--- src/rtl/output_conditioner.sv ---
// Output conditioner: registered level output with a minimum hold time between transitions,
// a one-deep deferred request slot, and pulses for transitions and request collisions.
module output_conditioner #(
    parameter int counterwidth = 4,
    parameter int holdtime     = 5
) (
    input  logic clk,
    input  logic reset_n,
    input  logic risereq,
    input  logic fallreq,
    output logic driven,
    output logic busy,
    output logic pending,
    output logic txedge,
    output logic collide
);

    typedef enum logic {IDLE = 1'b0, HOLD = 1'b1} state_t;

    localparam logic [counterwidth-1:0] RELOAD = counterwidth'(holdtime - 1);

    state_t                  state_q, state_d;
    logic [counterwidth-1:0] count_q, count_d;
    logic                    driven_q, driven_d;
    logic                    pending_q, pending_d;
    logic                    pendlevel_q, pendlevel_d;
    logic                    txedge_q, txedge_d;
    logic                    collide_q, collide_d;

    logic req_valid;
    logic req_level;
    logic req_opposite;
    logic pend_eff;
    logic lvl_eff;

    always_ff @(posedge clk or negedge reset_n) begin
        if (!reset_n) begin
            state_q     <= IDLE;
            count_q     <= '0;
            driven_q    <= 1'b0;
            pending_q   <= 1'b0;
            pendlevel_q <= 1'b0;
            txedge_q    <= 1'b0;
            collide_q   <= 1'b0;
        end else begin
            state_q     <= state_d;
            count_q     <= count_d;
            driven_q    <= driven_d;
            pending_q   <= pending_d;
            pendlevel_q <= pendlevel_d;
            txedge_q    <= txedge_d;
            collide_q   <= collide_d;
        end
    end

    // A collision is treated as "no request"; the hold counter keeps running.
    always_comb begin
        req_valid    = risereq ^ fallreq;
        req_level    = risereq;
        req_opposite = req_valid && (req_level != driven_q);

        state_d     = state_q;
        count_d     = count_q;
        driven_d    = driven_q;
        pending_d   = pending_q;
        pendlevel_d = pendlevel_q;
        txedge_d    = 1'b0;
        collide_d   = risereq & fallreq;
        pend_eff    = pending_q;
        lvl_eff     = pendlevel_q;

        case (state_q)
            IDLE: begin
                if (req_opposite) begin
                    driven_d = ~driven_q;
                    txedge_d = 1'b1;
                    state_d  = HOLD;
                    count_d  = RELOAD;
                end
            end
            HOLD: begin
                // Resolve this cycle's request against the slot before the expiry decision.
                if (req_opposite) begin
                    pend_eff = 1'b1;
                    lvl_eff  = req_level;
                end else if (req_valid && pending_q) begin
                    pend_eff = 1'b0;
                end

                if (count_q != '0) begin
                    count_d     = count_q - 1'b1;
                    pending_d   = pend_eff;
                    pendlevel_d = lvl_eff;
                end else if (pend_eff) begin
                    driven_d    = lvl_eff;
                    txedge_d    = 1'b1;
                    pending_d   = 1'b0;
                    pendlevel_d = lvl_eff;
                    count_d     = RELOAD;
                end else begin
                    pending_d = 1'b0;
                    state_d   = IDLE;
                end
            end
            default: state_d = IDLE;
        endcase
    end

    always_comb begin
        driven  = driven_q;
        busy    = (state_q == HOLD);
        pending = pending_q;
        txedge  = txedge_q;
        collide = collide_q;
    end

endmodule

--- config.mk ---
export PLATFORM = sky130hd
export DESIGN_NAME = output_conditioner
export DESIGN_NICKNAME = d
export VERILOG_FILES = /design/src/rtl/output_conditioner.sv
export SDC_FILE = /design/constraint.sdc
export NUM_CORES = 1
export LEC_CHECK = 0
export ABC_AREA = 1
export ABC_CLOCK_PERIOD_IN_PS = 2900
export BUFFER_PORTS_ARGS = -buffer_cell sky130_fd_sc_hd__buf_2
export CORE_AREA = 8 8 45 47
export CTS_BUF_LIST = sky130_fd_sc_hd__clkbuf_8 sky130_fd_sc_hd__clkbuf_16
export DETAILED_ROUTE_END_ITERATION = 7
export DIE_AREA = 0 0 53 55
export GPL_ROUTABILITY_DRIVEN = 0
export GPL_TIMING_DRIVEN = 1
export PLACE_DENSITY = 0.7
export SYNTH_ARGS = -nofsm -noshare
export SYNTH_HDL_FRONTEND = slang
export SYNTH_SLANG_ARGS = --single-unit
--- constraint.sdc ---
create_clock -name clk -period 2.9 [get_ports clk]
set_clock_uncertainty 0.2 [all_clocks]
set_input_delay 0.435 -clock clk [delete_from_list [all_inputs] [get_ports clk]]
set_output_delay 0.435 -clock clk [all_outputs]
set_load 0.005 [all_outputs]
## After elaboration in Yosys (flattened, before gate mapping)

Index checks and enable logic that the tools add are counted.

- Reduce and logical (&&, ||, !) cells: 7
- Add/subtract/negate cells: 1
- Eq/ne operators: 5
- Mux-type cells: 20
- Bitwise logic cells: 4

Operators with widths:

| operator | count |
|---|---|
| 2-to-1 mux 1 bit | 13 |
| 2-to-1 mux 4 bit | 3 |
| case mux 4 bit (2 select lines) | 1 |
| case mux 1 bit (2 select lines) | 3 |
| inequality test 2 bit (second input constant) | 2 |
| AND reduction 2 bit | 2 |
| nonzero test 4 bit | 1 |
| subtractor 4 x 1 -> 4 bit (second input constant) | 1 |
| inequality test 3 x 1 -> 1 bit (second input constant) | 1 |
| AND reduction 3 bit | 1 |
| logical AND 1 bit | 2 |
| inequality test 2 x 1 -> 1 bit (second input constant) | 1 |
| inverter 1 bit | 2 |
| nonzero test 2 bit | 1 |
| bitwise AND 1 bit | 1 |
| inequality test 1 bit | 1 |
| XOR 1 bit | 1 |

- Bits in registers: 10
- Output and inout bits: 5
- Bits of input ports: 4
- Word-level logic and storage cells: 44

## Longest topological paths before layout

Gate-level depths: netlist of run 1.

- Depth after elaboration: 8
- Mapped depth: 8
- Depth with buffers taken out: 8

## Worst setup path after synthesis of run 1

Ideal clock, no wire load.

- Kind: in2reg
- Start: input risereq
- End: register count_q[0]
- Buffers on the path: 0
- Library setup time: 0.127 ns
- Data required time: 2.573 ns
- Setup slack: 1.336 ns
- Stages: 6
- Arrival: 1.238 ns
- Path through: ha_1 nor2_1 nand3b_1 nand2_1 nand2_1 o21ai_0

- Word-level cells in the longest chain between the ends: 7
- Elaborated cells between the ends (all ways): 10
- Those cells by class: 3 x eq/ne; 3 x mux; 1 x bitwise; 3 x reduce/logical

Ends and longest elaborated chain:

| item | RTL line | RTL |
|---|---|---|
| start, declared | 9 | `input logic risereq,` |
| XOR 1 bit | 58 | `req_valid = risereq ^ fallreq;` |
| logical AND 1 bit | 86 | `end else if (req_valid && pending_q) begin` |
| 2-to-1 mux 1 bit | 86 |  |
| 2-to-1 mux 1 bit | 83 | `if (req_opposite) begin` |
| 2-to-1 mux 1 bit | 72 | `case (state_q)` |
| inequality test 3 x 1 -> 1 bit (no line) | n/a |  |
| AND reduction 2 bit (no line) (*) | n/a |  |
| end signal, assigned | 47 | `count_q <= count_d;` |
| end, declared | 23 | `logic [counterwidth-1:0] count_q, count_d;` |

Mark *: on every way between the ends. The rest lies on a longest branch, timed or not. The select of a mux whose other input is x is not followed.
A chain may end at the register's enable or synchronous reset.

## Worst setup path after layout of run 1

- Start: input risereq
- End: register count_q[1]

The elaborated chain is that of the path after synthesis.

==> metrics.md, run 1 <==
| Metric | Value |
|---|---|
| Reg power frac | `35.6%` |
| Synth-to-Final Area Change | `21.09%` |
| Pin count of the biggest net entering global routing | `11` |
| Initial Utilization | `38.16%` |
| Flop2flop setup slack | `1.42 ns` |
| Port Buf Inserts | `8` |
| Initial antenna violation count | `0` |
| Final #Nets | `85` |
| Met1 usage | `7.895%` |
| RR Endpoint | `driven` |
| CTS clock-pin slew for the worst setup and hold paths | `0.04 ns` |
| Final Max Slew Viols | `0` |
| Outcome | `complete, no violations` |
| Layout cell share with drive strength beyond 1 | `25.00%` |
| Max H-tree Level | `1` |
| Part of the cycle the worst path needs | `54.10%` |
| FF-to-FF path depth | `8` |
| Primary FF master, synth | `dfrtp_1` |
| WS Path Type | `input port to register` |
| FFs w/ async S/R, synth | `100.0%` |
| Most numerous cell in the Yosys netlist | `nand2_1` |
| Clk Latency, worst-skew pair | `0.23 ns` |
| Post-synth cell types | `17` |
| Final setup viols | `0` |
| Die Wd | `53 um` |
| #FFs+latches synth | `10` |
| Routed WL | `1029 um` |
| Post-synth EDFFs | `0` |
| Switching fraction of total power | `39.87%` |
| CTS Buffer Depth | `2` |
| Vias post-DR | `432` |
| Crit path launch type | `input port` |
| Gr busiest metal | `met2` |
| DP HPWL | `803.3 um` |
| Post-DP Area | `588.1 um^2` |
| Die Y | `55 um` |
| Max-cap violations | `0` |
| Syn. warnings | `0` |
| TNS Setup | `0 ns` |
| DRT Pass-1 Iters | `4` |
| Wirelength per Cell | `11.18 um` |
| Top post-synthesis cells by area | `dfrtp_1, nand2_1, ha_1` |
| Hold depth | `2` |
| P_sw | `0.0002716 W` |
| Final Hold Fails | `0` |
| ANT nets after route | `0` |
| Syn Inst Count | `64` |
| Critical Path AT | `1.48 ns` |
| First-pass GRT wire length | `1649 um` |
| Synth Area per Inst | `8.250 um^2` |
| Tightest Hold Check Type | `input port to register` |
| Antenna diode count | `0` |
| Core area | `0.001384 mm^2` |
| GRT Residual Overflow | `0` |
| Slew @ Worst Pin | `0.2398 ns` |
| Hold_sp | `fallreq` |
| Total number of clock tree sinks | `10` |
| Setup bufs post-CTS | `0` |
| Post-synth net total | `71` |
| RSZ-0062 raised after global routing | `false` |
| Leak | `0.3504 nW` |
| Root Buffer | `clkbuf_8` |
| IR drop worst, VDD | `357.9 uV` |
| Synth area leader | `dfrtp_1` |
| Num CTS Buffers | `3` |
| Critical Path RT | `2.81 ns` |
| Drt drc | `0` |
| Die area | `0.002915 mm^2` |
| Critical Path Sink Type | `register` |
| M2 GR Usage | `12.89%` |
| Reg2reg start | `count_q[0]` |
| Site Rows | `14` |
| Finished Cell Area | `639.4 um^2` |
| Clock share of power | `20.8%` |
| Synth top cells by count | `nand2_1, dfrtp_1, inv_1` |
| Drt first-iter violations | `10` |
| Vias in the first global route | `426` |
| P_int | `0.0004096 W` |
| Area share of the largest cell type after synthesis | `47.39%` |
| Fin crit period | `1.569 ns` |
| Cell Pwr Density | `1066 mW/mm^2` |
| Comb pwr share | `43.6%` |
| DR vias/cell | `4.696` |
| Global Route Usage Sum | `7.976%` |
| Relative slew margins | `83.94%` |
| I/O Pins | `9` |
| CTS tree | `built` |
| Fmax | `637.4 MHz` |
| Sequential area share after synthesis | `47.39%` |
| Met3 Use GR | `2.674%` |
| Max Fanout on Critical Path | `5` |
| Hold Path End | `collide` |
| Post-Syn Area | `528.0 um^2` |
-- cells in the final DEF, fill, tap and decap left out, types with 2 or more instances in the layout --
master / instances
nand2_2: 3
nand3_1: 6
o22ai_1: 2
dfrtp_1: 10
nand2_1: 16
inv_1: 9
buf_2: 8
o21ai_0: 4
nor2_1: 2
inv_2: 2
clkbuf_8: 3
ha_1: 3
-- routing by layer --
metal	vias to the layer above	share of wire (%)
met5	-	0
met4	0	4.1
met3	5	5.4
met2	8	48
met1	191	42
li1	228	-
-- per-stage QoR --
stage / power [W] / util, % / setup WS (ns) / std cells / hold slack, ns
finish: 0.0006813 / 46.20 / 1.331 / 92 / 0.2493
global route: 0.0007494 / 46.20 / 1.224 / 92 / 0.2635
CTS: 0.0006896 / 46.20 / 1.331 / 92 / 0.2495
detailed placement: 0.0005415 / 42.50 / 1.085 / 88 / 0.1044
global placement: 0.0005331 / 42.50 / 1.119 / 88 / 0.1048
floorplan: 0.0004620 / - / 1.336 / 64 / -0.06059
-- worst max-delay path by stage --
stage | startpoint | endpoint | slack [ns]
detailed placement | risereq | count_q[1] | 1.08
global placement | risereq | count_q[1] | 1.12
global route | risereq | count_q[1] | 1.22
finish | risereq | count_q[1] | 1.33
CTS | risereq | count_q[1] | 1.33
floorplan | risereq | count_q[0] | 1.34
-- flip-flops by register name (all words and copies together) (netlist names) --
name         count
count_q          4
collide          1
txedge           1
busy             1
pendlevel_q      1
driven           1
pending          1
-- logic make-up (layout without fill, tap and decap cells) --
kind of cell / count (synthesis) / after routing / synth area share, %
fa+ha+maj: 3 / 3 / 7.110
simple gates: 31 / 31 / 27.73
compound gates: 8 / 8 / 8.293
buf+inv: 11 / 23 / 7.820
xor+xnor: 1 / 1 / 1.659
flops: 10 / 10 / 47.39
-- power groups by stage --
| stage | clock (W) | combinational (W) | sequential (W) |
|---|---|---|---|
| 4_1_cts | 0.000146 | 0.000302 | 0.000242 |
| 5_1_grt | 0.000153 | 0.000346 | 0.000251 |
| 2_1_floorplan | 0 | 0.000222 | 0.000240 |
| 3_5_place_dp | 0 | 0.000298 | 0.000243 |
| 3_3_place_gp | 0 | 0.000291 | 0.000242 |
| 6_report | 0.000142 | 0.000297 | 0.000242 |
-- area by class of cell --
type,count,area (um^2)
Inverter,11,41.29
Multi-Input combinational cell,43,236.5
Tap cell,16,20.02
Sequential cell,10,250.2
Clock buffer,3,41.29
Fill cell,143,744.5
Timing Repair Buffer,9,50.05
-- timing repair --
action	in CTS	in global routing
endpoints found under the setup margin	0	0
resized for setup	0	0
endpoints found under the hold margin	10	0
hold buffers	1	0
-- worst max-delay path, stage by stage --
cell	delay, ns
buf_2	0.12
ha_1	0.35
nor2_1	0.16
nand3b_1	0.14
nand2_1	0.13
nand2_1	0.08
o21ai_0	0.07
Note: power is estimated with default switching activity, not from simulation.
==> inputs of run 2 (changes only) <==
Settings changed: ABC_AREA 1 to 0, ABC_CLOCK_PERIOD_IN_PS 2900 to 1600, PLACE_DENSITY 0.7 to 0.72.
Clock period 2.9 ns to 1.6 ns, I/O delays scaled along.
==> metrics.md, run 2 <==
| Metric | Value |
|---|---|
| P_int | `0.0009299 W (was 0.0004096 W)` |
| #FFs+latches synth | `10 (unchanged)` |
| Largest delay contributor family on the critical path | `simple AND/OR/NAND/NOR gates (unchanged)` |
| Root Buffer | `clkbuf_8 (unchanged)` |
| Drt first-iter violations | `6 (was 10)` |
| Relative slew margins | `81.66% (was 83.94%)` |
| Critical Path RT | `1.51 ns (was 2.81 ns)` |
| Cell Pwr Density | `1793 mW/mm^2 (was 1066 mW/mm^2)` |
| Fmax | `628.3 MHz` |
| Post-synth cell types | `29 (was 17)` |
| First-pass GRT wire length | `2304 um (was 1649 um)` |
| Gr busiest metal | `met2 (unchanged)` |
| Tightest Hold Check Type | `input port to register (unchanged)` |
| Port Buf Inserts | `8 (unchanged)` |
| Synth-to-Final Area Change | `40.62% (was 21.09%)` |
| Syn Inst Count | `49 (was 64)` |
| Synth top cells by count | `dfrtp_1, inv_1, o21ai_0 (was nand2_1, dfrtp_1, inv_1)` |
| Reg power frac | `31.2% (was 35.6%)` |
| Wirelength per Cell | `14.11 um (was 11.18 um)` |
| Post-Syn Area | `560.5 um^2 (was 528.0 um^2)` |
| Max-cap violations | `0 (unchanged)` |
| IR drop worst, VDD | `827.1 uV (was 357.9 uV)` |
| Worst-path cell chain | `buf_4 -> or4b_4 -> o311ai_2 -> o31ai_2 (was buf_2 -> ha_1 -> nor2_1 -> nand3b_1 -> nand2_1 -> nand2_1 -> o21ai_0)` |
| Syn. warnings | `0 (unchanged)` |
| WS Path Type | `register to register (was input port to register)` |
| Max FFs per register | `4 (unchanged)` |
| Routed WL | `1242 um (was 1029 um)` |
| Die Y | `55 um (unchanged)` |
| Clk Latency, worst-skew pair | `0.24 ns (was 0.23 ns)` |
| Part of the cycle the worst path needs | `99.48%` |
| Drt drc | `0 (unchanged)` |
| Vias post-DR | `462 (was 432)` |
| Vias in the first global route | `526 (was 426)` |
| Pin count of the biggest net entering global routing | `11 (unchanged)` |
| Antenna diode count | `0 (unchanged)` |
| Synth Area per Inst | `11.44 um^2 (was 8.250 um^2)` |
| DRT Pass-1 Iters | `3 (was 4)` |
| Final Hold Fails | `0 (unchanged)` |
| Buffers & Inverters on Critical Path | `1 (unchanged)` |
| Post-synth net total | `56 (was 71)` |
| Core Util, Final | `56.96% (was 46.20%)` |
| Outcome | `complete, no violations (unchanged)` |
| Area share of the largest cell type after synthesis | `44.64% (was 47.39%)` |
| Met3 Use GR | `2.941% (was 2.674%)` |
| Fin crit period | `1.592 ns` |
| Die area | `0.002915 mm^2 (unchanged)` |
| DP HPWL | `899.3 um (was 803.3 um)` |
| Met1 usage | `11.86% (was 7.895%)` |
| Initial Utilization | `40.51% (was 38.16%)` |
| CTS tree | `built (unchanged)` |
| Layout cell share with drive strength beyond 1 | `51.39% (was 25.00%)` |
| Core area | `0.001384 mm^2 (unchanged)` |
| Top post-synthesis cells by area | `dfrtp_1, ha_1, o21ai_0 (was dfrtp_1, nand2_1, ha_1)` |
| RSZ-0062 raised after global routing | `true (was false)` |
| Commonest non-fill, non-tap cell in the layout | `buf_4 (was nand2_1)` |
| Max Fanout on Critical Path | `2 (was 5)` |
| Clock share of power | `22.5% (was 20.8%)` |
| CTS Buffer Depth | `2 (unchanged)` |
| Global Route Usage Sum | `10.54% (was 7.976%)` |
| Primary FF master, synth | `dfrtp_1 (unchanged)` |
| Final #Nets | `80 (was 85)` |
| Critical Path Sink Type | `register (unchanged)` |
| CTS clock-pin slew for the worst setup and hold paths | `0.05 ns (was 0.04 ns)` |
| Sequential area share after synthesis | `44.64% (was 47.39%)` |
| Num CTS Buffers | `3 (unchanged)` |
| Comb pwr share | `46.3% (was 43.6%)` |
| Final setup viols | `0 (unchanged)` |
| Site Rows | `14 (unchanged)` |
| GRT Residual Overflow | `0 (unchanged)` |
| Most numerous cell in the Yosys netlist | `dfrtp_1 (was nand2_1)` |
| Crit path launch type | `register (was input port)` |
| Critical Path AT | `1.51 ns (was 1.48 ns)` |
| I/O Pins | `9 (unchanged)` |
| Max H-tree Level | `1 (unchanged)` |
| Hold_ws | `0.03029 ns (was 0.2493 ns)` |
| M2 GR Usage | `17.38% (was 12.89%)` |
| Commonest cells after routing, fill and taps aside | `buf_4, dfrtp_1, buf_2 (was nand2_1, dfrtp_1, inv_1)` |
| Worst path max stage delay | `0.54 ns (was 0.35 ns)` |
| Synth area leader | `dfrtp_1 (unchanged)` |
| DR vias/cell | `5.250 (was 4.696)` |
| Slew @ Worst Pin | `0.2737 ns (was 0.2398 ns)` |
| Die Wd | `53 um (unchanged)` |
| Final Max Slew Viols | `0 (unchanged)` |
| Leak | `0.3641 nW (was 0.3504 nW)` |
| Biggest register | `count_q (unchanged)` |
| Switching fraction of total power | `34.22% (was 39.87%)` |
| P_sw | `0.0004837 W (was 0.0002716 W)` |
| Total number of clock tree sinks | `10 (unchanged)` |
| Post-synth EDFFs | `0 (unchanged)` |
| ANT nets after route | `0 (unchanged)` |
| Crit path max-delay cell type | `or4b_4 (was ha_1)` |
| Initial antenna violation count | `0 (unchanged)` |
| FFs w/ async S/R, synth | `100.0% (unchanged)` |
run 2: logic make-up (layout without fill, tap and decap cells):
kind of cell | after synthesis | in the layout | share of synthesized area, %
AND/OR/NAND/NOR | 11 | 11 | 14.96
flip-flops | 10 | 10 | 44.64
XOR/XNOR | 1 | 1 | 2.903
multiplexers | 1 | 1 | 1.786
AO/OA/AOI/OAI | 17 | 17 | 23.66
buffers and inverters | 6 | 29 | 5.356
adder cells (fa/ha/maj) | 3 | 3 | 6.697
run 2: power groups by stage:
stage	logic, W	clock network (W)	registers (W)
2_1_floorplan	0.000342	0	0.000423
3_3_place_gp	0.000504	0	0.000432
3_5_place_dp	0.000521	0	0.000436
4_1_cts	0.000654	0.000325	0.000441
5_1_grt	0.000725	0.000340	0.000457
6_report	0.000655	0.000318	0.000441
run 2: per-stage QoR:
step,std cells,setup WS [ns],power (W),setup TNS [ns],area [um^2]
floorplan,49,0.02735,0.0007645,0,560.5
global placement,80,-0.01637,0.0009361,-0.02857,669.4
detailed placement,80,-0.03062,0.0009565,-0.08144,669.4
CTS,88,0.01394,0.001420,0,788.3
global route,88,-0.08535,0.001522,-0.1521,788.3
finish,88,0.008324,0.001414,0,788.3
run 2: path summary, 6_finish.rpt:
check                            start     endpoint  slack (ns)  cells after the start
max reg2reg                 count_q[1]   count_q[3]       0.008                      4
min                            fallreq      collide        0.03                      2
max                         count_q[1]   count_q[3]       0.008                      4
min reg2reg                pendlevel_q  pendlevel_q        0.35                      2
max in group asynchronous      reset_n   count_q[2]        0.81                      2
min in group asynchronous      reset_n   count_q[3]        0.19                      2
run 2: layout make-up:
type                       count  area, um^2
timing repair buffer          20       132.6
tap                           16       20.02
multi-input combinational     33       311.5
sequential                    10       250.2
inverter                       5       18.77
clock buffer                   4       55.05
fill                         115       595.6
run 2: repair_timing:
item,in CTS,in global routing
pin swaps,2,1
setup endpoints to repair,5,5
resized for setup,8,2
buffers inserted,3,0
endpoints found under the hold margin,10,0
hold buffers,1,0
run 2: per-layer routing:
| layer | share of wire [%] | vias up |
|---|---|---|
| met5 | 0 | - |
| met4 | 2.0 | 0 |
| met3 | 3.9 | 4 |
| met2 | 48 | 8 |
| met1 | 46 | 215 |
| li1 | - | 235 |
==> inputs of run 3 (changes only) <==
Settings changed: PLACE_DENSITY 0.72 to 0.67.
==> metrics.md, run 3 (synthesis results as in run 2) <==
| Metric | Value |
|---|---|
| Port Buf Inserts | `8 (unchanged)` |
| Violated checks | `negative setup slack` |
| Total power | `0.001410 W (was 0.001414 W)` |
| First-pass GRT wire length | `2076 um (was 2304 um)` |
| Slew @ Worst Pin | `0.2637 ns (was 0.2737 ns)` |
| GRT Residual Overflow | `0 (unchanged)` |
| DRT Pass-1 Iters | `4 (was 3)` |
| I/O Pins | `9 (unchanged)` |
| Layout cell share with drive strength beyond 1 | `51.39% (unchanged)` |
| Global Route Usage Sum | `9.246% (was 10.54%)` |
| Final setup viols | `1 (was 0)` |
| Crit path launch type | `register (unchanged)` |
| Switching fraction of total power | `34.25% (was 34.22%)` |
| Worst-path cell chain | `inv_1 -> ha_4 -> nor3b_4 -> o221ai_2 -> o211a_1 (was buf_4 -> or4b_4 -> o311ai_2 -> o31ai_2)` |
| DR vias/cell | `5.011 (was 5.250)` |
| Antenna diode count | `0 (unchanged)` |
| Largest delay contributor family on the critical path | `compound AO/OA/AOI/OAI gates (was simple AND/OR/NAND/NOR gates)` |
| Max-cap violations | `0 (unchanged)` |
| Setup ws final | `-0.01046 ns (was 0.008324 ns)` |
| Reg2reg start | `count_q[1] (unchanged)` |
| P_sw | `0.0004829 W (was 0.0004837 W)` |
| Fin crit period | `1.610 ns (was 1.592 ns)` |
| Num CTS Buffers | `3 (unchanged)` |
| DP HPWL | `885.4 um (was 899.3 um)` |
| Max Fanout on Critical Path | `4 (was 2)` |
| Critical Path RT | `1.52 ns (was 1.51 ns)` |
| Die Y | `55 um (unchanged)` |
| ANT nets after route | `0 (unchanged)` |
| Drt first-iter violations | `2 (was 6)` |
| Pin count of the biggest net entering global routing | `11 (unchanged)` |
| Critical Path Sink Type | `register (unchanged)` |
| Final Hold Fails | `0 (unchanged)` |
| Biggest register | `count_q (unchanged)` |
| Vias in the first global route | `477 (was 526)` |
| Worst path max stage delay | `0.37 ns (was 0.54 ns)` |
| Die Wd | `53 um (unchanged)` |
| Die area | `0.002915 mm^2 (unchanged)` |
| CTS clock-pin slew for the worst setup and hold paths | `0.05 ns (about the same)` |
| Hold_sp | `fallreq (unchanged)` |
| Part of the cycle the worst path needs | `100.7% (was 99.48%)` |
| Initial Utilization | `40.51% (unchanged)` |
| RR Endpoint | `count_q[2] (was count_q[3])` |
| Wirelength per Cell | `13.99 um (was 14.11 um)` |
| Max FFs per register | `4 (unchanged)` |
| Worst path depth | `5 (was 4)` |
| Post-DP Area | `669.4 um^2 (unchanged)` |
| Site Rows | `14 (unchanged)` |
| Cell Pwr Density | `1780 mW/mm^2 (was 1793 mW/mm^2)` |
| Clock share of power | `22.2% (was 22.5%)` |
| CTS Buffer Depth | `2 (unchanged)` |
| Buffers & Inverters on Critical Path | `1 (unchanged)` |
| WS Path Type | `register to register (unchanged)` |
| Final Max Slew Viols | `0 (unchanged)` |
| Finished Cell Area | `792.0 um^2 (was 788.3 um^2)` |
| Leak | `0.3656 nW (was 0.3641 nW)` |
| Core Util, Final | `57.23% (was 56.96%)` |
| Initial antenna violation count | `0 (unchanged)` |
| Worst Setup SP | `count_q[1] (unchanged)` |
| Commonest non-fill, non-tap cell in the layout | `buf_4 (unchanged)` |
| Critical Path AT | `1.53 ns (was 1.51 ns)` |
| Fmax | `620.9 MHz (was 628.3 MHz)` |
| P_int | `0.0009270 W (was 0.0009299 W)` |
| Total number of clock tree sinks | `10 (unchanged)` |
| Outcome | `finished with violations (was complete, no violations)` |
| Comb pwr share | `46.4% (was 46.3%)` |
| Reg power frac | `31.4% (was 31.2%)` |
| Worst setup path end | `count_q[2] (was count_q[3])` |
| FF-to-FF path depth | `5 (was 4)` |
| IR drop worst, VDD | `839.3 uV (was 827.1 uV)` |
| Commonest cells after routing, fill and taps aside | `buf_4, dfrtp_1, buf_2 (unchanged)` |
| Drt drc | `0 (unchanged)` |
| Tightest Hold Check Type | `input port to register (unchanged)` |
| RSZ-0062 raised after global routing | `true (unchanged)` |
| CTS tree | `built (unchanged)` |
| Root Buffer | `clkbuf_8 (unchanged)` |
| Vias post-DR | `441 (was 462)` |
| Synth-to-Final Area Change | `41.29% (was 40.62%)` |
| Hold_ws | `0.04487 ns (was 0.03029 ns)` |
| Routed WL | `1231 um (was 1242 um)` |
| Crit path max-delay cell type | `dfrtp_1 (was or4b_4)` |
| Core area | `0.001384 mm^2 (unchanged)` |
| Relative slew margins | `82.33% (was 81.66%)` |
| Max H-tree Level | `1 (unchanged)` |
| Final #Nets | `80 (unchanged)` |
| Flop2flop setup slack | `-0.01 ns (was 0.008 ns)` |
| Clk Latency, worst-skew pair | `0.23 ns (was 0.24 ns)` |
## run 3: cell count changes in the layout (fill, tap and decap cells not counted)
cell	delta
inv_2	-1
o21ai_2	+1
inv_1	+1
o21ai_1	-1
## run 3: worst min path at each step
stage / to / slack (ns) / cells past startpoint
global placement: count_q[1] / -0.09 / 1
detailed placement: count_q[1] / -0.08 / 1
global route: collide / 0.07 / 2
finish: collide / 0.04 / 2
CTS: collide / 0.05 / 2
floorplan: busy / -0.26 / 0
## run 3: final cells by class
cell class | instances | area [um^2]
fillers | 128 | 591.8
clock buffers | 4 | 55.05
well taps | 16 | 20.02
flip-flops and latches | 10 | 250.2
inverters | 5 | 18.77
repair buffers | 20 | 132.6
multi-input cells | 33 | 315.3
## run 3: per-stage QoR
stage          std cells  TNS (ns)  worst slack, ns
2_1_floorplan         49         0          0.02735
3_3_place_gp          80  -0.02415         -0.01302
3_5_place_dp          80   -0.1118         -0.03630
4_1_cts               86  -0.02570         -0.01500
5_1_grt               88   -0.1770         -0.06275
6_report              88  -0.01046         -0.01046
## run 3: power by group through the flow
stage,Combinational (W),Clock [W],Sequential [W]
floorplan,0.000342,0,0.000423
global placement,0.000524,0,0.000431
detailed placement,0.000527,0,0.000432
CTS,0.000574,0.000317,0.000440
global route,0.000736,0.000333,0.000453
finish,0.000654,0.000313,0.000443
## run 3: repair_timing
action / 4_1_cts / 5_1_grt
hold endpoints to repair: 10 / 0
gates resized for setup: 4 / 6
setup endpoints to repair: 5 / 6
hold buffers: 1 / 0
buffers inserted: 1 / 2
pin swaps: 0 / 4
## run 3: routing by layer
layer  GRT usage (%)  vias up  part of all wire [%]  wire (um)
li1                -      229                     -          -
met1           11.01      206                    46        570
met2           16.21        6                    50        620
met3           2.139        0                   3.2         40
met4           2.586        0                     0          0
met5               0        -                     0          0
